--- config.mk ---
export PLATFORM = sky130hd
export DESIGN_NAME = alu_seq_ctrl
export DESIGN_NICKNAME = d
export VERILOG_FILES = /design/src/rtl/alu_seq_ctrl.sv
export SDC_FILE = /design/constraint.sdc
export NUM_CORES = 1
export LEC_CHECK = 0
export ABC_AREA = 0
export CAP_MARGIN = 25
export CELL_PAD_IN_SITES_DETAIL_PLACEMENT = 0
export CELL_PAD_IN_SITES_GLOBAL_PLACEMENT = 1
export CORE_MARGIN = 1
export CORE_UTILIZATION = 36
export CTS_CLUSTER_DIAMETER = 150
export DETAILED_ROUTE_END_ITERATION = 6
export GPL_ROUTABILITY_DRIVEN = 0
export PLACE_DENSITY_LB_ADDON = 0.12
export SYNTH_ARGS = -nofsm -noshare
export SYNTH_HDL_FRONTEND = slang
export SYNTH_SLANG_ARGS = --single-unit
--- constraint.sdc ---
create_clock -name clk -period 1.79 [get_ports clk]
set_input_delay 0.179 -clock clk [delete_from_list [all_inputs] [get_ports clk]]
set_output_delay 0.179 -clock clk [all_outputs]
set_load 0.005 [all_outputs]
--- src/rtl/alu_seq_ctrl.sv ---
// ---------------------------------------------------------------------------
// alu_seq_ctrl
//
// Multi-cycle operation sequencer that owns one external, shared
// carry-lookahead adder/subtractor. Operations:
//   op=00 ADD : one adder pass, result={0,cout,sum}, flag=carry
//   op=01 SUB : one adder pass, result={0,sum},      flag=borrow
//   op=10 MUL : STEPS shift-add passes,              flag=0
//   op=11 DIV : STEPS restoring-division passes, result={rem,quot}, flag=0
//               (divisor 0: no passes, result={a,all-ones}, flag=1)
//
// Ports:
//   clk, rst            rising-edge clock, synchronous active-high reset
//   start, op, a, b     request handshake; sampled only while idle
//   busy                high from the cycle after acceptance through done
//   done                one-cycle completion pulse
//   result, flag        registered outcome, held until the next done
//   add_a/add_b/add_m   drive to the shared adder (m: 0 add, 1 subtract)
//   add_s/add_cout      sum and carry-out back from the shared adder
// ---------------------------------------------------------------------------
module alu_seq_ctrl #(
  parameter int WIDTH = 4,
  parameter int STEPS = 4
) (
  input  logic               clk,
  input  logic               rst,
  input  logic               start,
  input  logic [1:0]         op,
  input  logic [WIDTH-1:0]   a,
  input  logic [WIDTH-1:0]   b,
  output logic               busy,
  output logic               done,
  output logic [2*WIDTH-1:0] result,
  output logic               flag,
  output logic [WIDTH-1:0]   add_a,
  output logic [WIDTH-1:0]   add_b,
  output logic               add_m,
  input  logic [WIDTH-1:0]   add_s,
  input  logic               add_cout
);

  localparam logic [1:0] OP_ADD = 2'b00;
  localparam logic [1:0] OP_SUB = 2'b01;
  localparam logic [1:0] OP_MUL = 2'b10;
  localparam logic [1:0] OP_DIV = 2'b11;

  localparam int SW = (STEPS > 1) ? $clog2(STEPS) : 1;

  typedef enum logic [1:0] {
    S_IDLE = 2'd0,
    S_EXEC = 2'd1,
    S_FIN  = 2'd2
  } state_t;

  state_t               state_q, state_d;
  logic [1:0]           op_q, op_d;
  logic [WIDTH-1:0]     a_q, a_d;
  logic [WIDTH-1:0]     b_q, b_d;
  // Shared working register: product P for MUL, {R,Q} for DIV.
  logic [2*WIDTH-1:0]   acc_q, acc_d;
  logic [SW-1:0]        step_q, step_d;
  logic [2*WIDTH-1:0]   result_q, result_d;
  logic                 flag_q, flag_d;

  // Datapath helpers computed from the current pass.
  logic [2*WIDTH-1:0]   acc_step;
  logic [2*WIDTH-1:0]   res_calc;
  logic                 flag_calc;
  logic                 last_pass;
  logic [WIDTH-1:0]     drv_a, drv_b;
  logic                 drv_m;
  logic [WIDTH-1:0]     div_t;
  logic                 div_hi;

  // -------------------------------------------------------------------------
  // State and datapath registers
  // -------------------------------------------------------------------------
  always_ff @(posedge clk) begin
    if (rst) begin
      state_q  <= S_IDLE;
      op_q     <= '0;
      a_q      <= '0;
      b_q      <= '0;
      acc_q    <= '0;
      step_q   <= '0;
      result_q <= '0;
      flag_q   <= 1'b0;
    end else begin
      state_q  <= state_d;
      op_q     <= op_d;
      a_q      <= a_d;
      b_q      <= b_d;
      acc_q    <= acc_d;
      step_q   <= step_d;
      result_q <= result_d;
      flag_q   <= flag_d;
    end
  end

  // -------------------------------------------------------------------------
  // Per-pass datapath: adder drive, next working value, final result
  // -------------------------------------------------------------------------
  always_comb begin
    drv_a     = '0;
    drv_b     = '0;
    drv_m     = 1'b0;
    acc_step  = acc_q;
    res_calc  = '0;
    flag_calc = 1'b0;
    last_pass = 1'b1;
    // Restoring division: shift the next dividend bit into the partial
    // remainder; the bit shifted out of R is kept as an implicit 5th bit.
    div_t     = {acc_q[2*WIDTH-2:WIDTH], acc_q[WIDTH-1]};
    div_hi    = acc_q[2*WIDTH-1];

    case (op_q)
      OP_ADD: begin
        drv_a     = a_q;
        drv_b     = b_q;
        drv_m     = 1'b0;
        res_calc  = {{(WIDTH-1){1'b0}}, add_cout, add_s};
        flag_calc = add_cout;
      end
      OP_SUB: begin
        drv_a     = a_q;
        drv_b     = b_q;
        drv_m     = 1'b1;
        res_calc  = {{WIDTH{1'b0}}, add_s};
        // Adder computes a + ~b + 1, so carry-out is "no borrow".
        flag_calc = ~add_cout;
      end
      OP_MUL: begin
        drv_a     = acc_q[2*WIDTH-1:WIDTH];
        drv_b     = a_q;
        drv_m     = 1'b0;
        if (acc_q[0]) begin
          acc_step = {add_cout, add_s, acc_q[WIDTH-1:1]};
        end else begin
          acc_step = {1'b0, acc_q[2*WIDTH-1:1]};
        end
        last_pass = (step_q == SW'(STEPS - 1));
        res_calc  = acc_step;
        flag_calc = 1'b0;
      end
      default: begin // OP_DIV
        drv_a = div_t;
        drv_b = b_q;
        drv_m = 1'b1;
        if (div_hi | add_cout) begin
          acc_step = {add_s, acc_q[WIDTH-2:0], 1'b1};
        end else begin
          acc_step = {div_t, acc_q[WIDTH-2:0], 1'b0};
        end
        if (b_q == '0) begin
          // Divide-by-zero short-circuits after a single EXEC cycle.
          last_pass = 1'b1;
          res_calc  = {a_q, {WIDTH{1'b1}}};
          flag_calc = 1'b1;
        end else begin
          last_pass = (step_q == SW'(STEPS - 1));
          res_calc  = acc_step;
          flag_calc = 1'b0;
        end
      end
    endcase
  end

  // -------------------------------------------------------------------------
  // Next-state logic
  // -------------------------------------------------------------------------
  always_comb begin
    state_d  = state_q;
    op_d     = op_q;
    a_d      = a_q;
    b_d      = b_q;
    acc_d    = acc_q;
    step_d   = step_q;
    result_d = result_q;
    flag_d   = flag_q;

    case (state_q)
      S_IDLE: begin
        if (start) begin
          op_d    = op;
          a_d     = a;
          b_d     = b;
          step_d  = '0;
          acc_d   = (op == OP_MUL) ? {{WIDTH{1'b0}}, b} : {{WIDTH{1'b0}}, a};
          state_d = S_EXEC;
        end
      end
      S_EXEC: begin
        acc_d  = acc_step;
        step_d = step_q + 1'b1;
        if (last_pass) begin
          // Result lands at the FIN edge so it is visible alongside done.
          result_d = res_calc;
          flag_d   = flag_calc;
          state_d  = S_FIN;
        end
      end
      S_FIN: begin
        state_d = S_IDLE;
      end
      default: begin
        state_d = S_IDLE;
      end
    endcase
  end

  // -------------------------------------------------------------------------
  // Outputs
  // -------------------------------------------------------------------------
  always_comb begin
    add_a = '0;
    add_b = '0;
    add_m = 1'b0;
    if (state_q == S_EXEC) begin
      add_a = drv_a;
      add_b = drv_b;
      add_m = drv_m;
    end
  end

  assign busy   = (state_q != S_IDLE);
  assign done   = (state_q == S_FIN);
  assign result = result_q;
  assign flag   = flag_q;

endmodule

### Word-level counts from Yosys, hierarchy flattened

Index checks and enable logic that the tools add are counted.

* logic and storage cells: 55
* bits in registers: 31
* output and inout port bits: 20

* mux-type cells: 23
* bitwise logic cells: 2
* reduce and logical (&&, ||, !) cells: 12
* add/subtract/negate cells: 1
* equality and inequality tests: 9

Operator list (count)
* two-way mux 8 bit: 4
* one-hot mux 8 bit (2 select lines): 2
* one-hot mux 8 bit (3 select lines): 1
* two-way mux 4 bit: 4
* == test 2 bit, second input constant: 4
* one-hot mux 2 bit (2 select lines): 2
* one-hot mux 4 bit (2 select lines): 1
* AND reduction 2 bit: 4
* two-way mux 2 bit: 3
* inequality test 2 bit, second input constant: 3
* == test 2 x 1 -> 1 bit, second input constant: 2
* zero test 2 bit: 2
* zero test 4 bit: 1
* two-way mux 1 bit: 4
* nonzero test 2 bit: 2
* OR reduction 2 bit: 2
* one-hot mux 1 bit (3 select lines): 1
* AND reduction 3 bit: 1
* adder 2 x 1 -> 2 bit, second input constant: 1
* one-hot mux 1 bit (2 select lines): 1
* inverter 1 bit: 1
* OR 1 bit: 1

### Longest topological paths before layout

* depth in word-level cells: 5
* gate-level depth with buffers: 6
* mapped depth without buffers: 5

### Worst setup path after synthesis

No wires, ideal clock.

* path type: register -> register
* from: register b_q[3]
* to: register result_q[4] (netlist: result[4])
* path buffers: 1
* slack: 0.207 ns
* stages on the path, launching flop included: 5
* clock period less this slack: 1.583 ns
* data arrival time: 1.495 ns
* cells stage by stage: dfxtp_1 or4_4 buf_6 a211o_1 a311oi_2

* cells in the longest elaborated chain, start to end: 4

RTL lines
* start: declaration: RTL line 58 `logic [WIDTH-1:0] b_q, b_d;`
* start signal: assignment: RTL line 83 `b_q <= '0;`
* start signal: assignment: RTL line 92 `b_q <= b_d;`
* zero test 4 bit (*): RTL line 154 `if (b_q == '0) begin`
* two-way mux 1 bit: RTL line 154
* one-hot mux 1 bit (2 select lines): RTL line 116 `case (op_q)`
* AND reduction 2 bit (no source line)
* end signal: assignment: RTL line 95 `result_q <= result_d;`
* end: declaration: RTL line 62 `logic [2*WIDTH-1:0] result_q, result_d;`

Mark *: on every way between the ends. The rest lies on a longest branch, timed or not.
A chain may end at the register's enable or synchronous reset.

### Final worst setup path

* from: register op_q[0]
* to: output add_b[3]

* cells in the longest elaborated chain, start to end: 3

RTL lines
* start: declaration: RTL line 56 `logic [1:0] op_q, op_d;`
* start signal: assignment: RTL line 90 `op_q <= op_d;`
* == test 2 bit: RTL line 116
* two-way mux 4 bit: RTL line 116
* two-way mux 4 bit: RTL line 218 `if (state_q == S_EXEC) begin`
* end: declaration: RTL line 36 `output logic [WIDTH-1:0] add_b,`

Every way passes these cells.

==> results.md <==
- Core Box Area: 4720 um2
- Vias/cell: 5.16
- Initial drt markers: 123
- NumNets Final: 302
- Initial Util: 0.376
- Fin. max-slew vios: 0
- Top cell type by total area after synthesis: dfxtp_1
- Max VDD drop: 0.386 mV
- Crit path capture type: primary output
- CP Launch Type: flip-flop
- Number of global-route vias before repair: 1653
- Relative slew slack: 0.605
- Worst-margin pin slew: 0.591 ns
- Power density over the cells: 707 nW/um2
- Root Driver: clkbuf_8
- CTS tree: yes
- Inserted Diodes: 0
- Final wirelength: 4890 um
- Die width: 72.3 um
- Initial antenna violation count: 0
- Global-route usage over all layers: 0.198
- Crit path arrival time: 1.57 ns
- Design Area, Final: 2460 um2
- Dominant cells by area after synthesis: dfxtp_1 35%, nand2_1 9.5%, mux2i_1 8.4%
- H-tree depth: 2
- Critical Path RT: 1.61 ns
- Worst-Skew Late Latency: 0.28 ns
- Syn Nets: 250
- Count of final setup violators: 0
- Final antenna-violating net count: 0
- Clock Pin Slew Worst Setup and Hold Paths: 0.07 ns
- Yosys cell types: 35
- Seq/Total Area, Yosys: 0.349
- IO Count: 38
- Pre-CTS WS: -0.0666 ns
- Placed Instance Area: 2320 um2
- Routed WL per cell: 13.9 um
- Crit share post-route: 0.978
- CP max FO: 5
- Reg2reg path depth: 5
- GRT overflow: 0
- Share of cells above drive strength 1: 0.173
- Layout Skew: 0.00624 ns
- Hold Vio Cnt, Final: 0
- Setup_tns: 0 ns
- Outcome: complete, no violations
- Ys Warns: 0
- Syn_area_per_cell: 7.70 um2
- CTS buffer count: 5
- Post-Syn Area: 1780 um2
- EDFF count, synth: 0
- Initial DRT Pass Iterations: 4
- Critical path class: reg2out
- PnR worst setup slack: 0.0402 ns
- Die Area: 5220 um2
- Rows: 25
- RSZ-0062 raised after global routing: yes
- First-pass GRT wire length: 8000 um
- Largest net degree at the start of global routing: 20
- Sink Count: 31
- Fmax: 571 MHz
- Min-Delay Path Class: in2reg
- Main synth FF type: dfxtp_1
- Die height: 72.3 um
- CTS Hold Bufs: 0
- Port Buffer Count: 37
- Area grow syn2layout: 38.6%
- Cell count after synthesis: 231
- Drt drc: 0
- Clock buffer depth: 2
- Max Cap Violations: 0
- Hold path cells: 3
- Worst hold slack: 0.451 ns
- LEAKAGE: 1.01 nW
- Post-synth top area share: 0.349
- #FFs+latches synth: 31
- Post-synth ARST share: 0
- DP Wirelength: 3770 um
- Detailed-route via count: 1812
- Final min period: 1.75 ns
report_power, final:
| part | leakage [nW] | internal [mW] | switching (mW) |
|---|---|---|---|
| clock | 0.0477 | 0.266 | 0.268 |
| combinational | 0.703 | 0.221 | 0.214 |
| sequential | 0.255 | 0.731 | 0.0432 |
| total | 1.01 | 1.22 | 0.525 |
cells in the final DEF, fill, tap and decap left out, types with 2 or more instances in the layout:
cell             netlist  layout
dlygate4sd2_1          0       4
dfxtp_1               31      29
nor2_1                18      18
nand2b_1               7       5
nand3_1                6       6
nor3_1                 3       3
buf_4                  0      27
dfxtp_4                0       2
a31oi_1                6       6
clkdlybuf4s50_1        0      30
o22ai_1                4       4
o211ai_1               2       2
clkinv_2               0       3
inv_1                  6       6
a211oi_1               7       7
a32o_1                 4       4
nand2_1               45      45
a22o_1                 7       7
clkbuf_8               0       5
nand3b_1               2       2
nor2b_1                5       4
a21oi_1               22      21
mux2_2                 3       3
nand2b_2               0       2
mux2i_1               15      15
o21ai_0                7       7
dlymetal6s2s_1         0       3
stage by stage:
stage | util | total power, mW | std cells
after detailed placement | 0.490 | 1.21 | 339
final | 0.522 | 1.74 | 351
after global routing | 0.522 | 1.83 | 351
after CTS | 0.512 | 1.74 | 347
after global placement | 0.490 | 1.21 | 339
after floorplan | - | 1.03 | 231
synth_stat cells (5+ instances only):
| cell | number |
|---|---|
| inv_1 | 6 |
| a22o_1 | 7 |
| nand2_1 | 45 |
| mux2i_1 | 15 |
| dfxtp_1 | 31 |
| nor2_1 | 18 |
| a31oi_1 | 6 |
| nor2b_1 | 5 |
| nand3_1 | 6 |
| clkbuf_1 | 14 |
| a21oi_1 | 22 |
| o21ai_0 | 7 |
| a211oi_1 | 7 |
| nand2b_1 | 7 |
metal layers:
| metal | global-route usage | routed length (um) | share of wire |
|---|---|---|---|
| met2 | 0.346 | 2390 | 0.49 |
| met3 | 0.0389 | 213 | 0.044 |
| met4 | 0.0458 | 39 | 0.0080 |
| met5 | 0 | 0 | 0 |
| met1 | 0.252 | 2240 | 0.46 |
critical path, cell delays in order (launching register included):
cell and delay (ns):
dfxtp_4 0.39, nand2b_2 0.16, nand2_1 0.09, a21oi_2 0.14
clkdlybuf4s50_1 0.50
path summary, 6_finish.rpt:
check / end / startpoint / slack, ns
setup / recovery: add_b[3] / op_q[0] / 0.04
hold / removal: op_q[0] / op[0] / 0.45
setup reg to reg: flag / b_q[3] / 0.09
hold reg to reg: result[7] / result[7] / 0.48
sequential cells by signal, indices dropped and copies added, names as in the netlist:
| name | cells |
|---|---|
| acc_q | 8 |
| result | 8 |
| a_q | 4 |
| b_q | 4 |
| op_q | 2 |
| state_q | 2 |
| step_q | 2 |
| flag | 1 |
logic make-up (layout without fill, tap and decap cells):
group	after synthesis	in the layout	share of synthesized area
and+or+nand+nor	91	91	0.231
AOI/OAI and AO/OA	64	64	0.242
DFF	31	31	0.349
buffers and inverters	25	78	0.0626
muxes	18	18	0.103
adders and majority gates	1	1	0.00704
xor gates and xnor gates	1	1	0.00493
final cells by class:
class | count | area (um2)
clock buffer | 5 | 68.8
tap | 67 | 83.8
sequential | 31 | 628
clock inverter | 3 | 15.0
timing repair buffer | 64 | 576
multi-input combinational | 175 | 1070
fill | 485 | 2260
inverter | 6 | 22.5
what timing repair did:
| item | in CTS | in global routing |
|---|---|---|
| hold endpoints to repair | 0 | 0 |
| pin swaps | 0 | 1 |
| endpoints found under the setup margin | 11 | 7 |
| resized for setup | 11 | 6 |
| setup buffers | 0 | 4 |
Note: power is estimated with default switching activity, not from simulation.
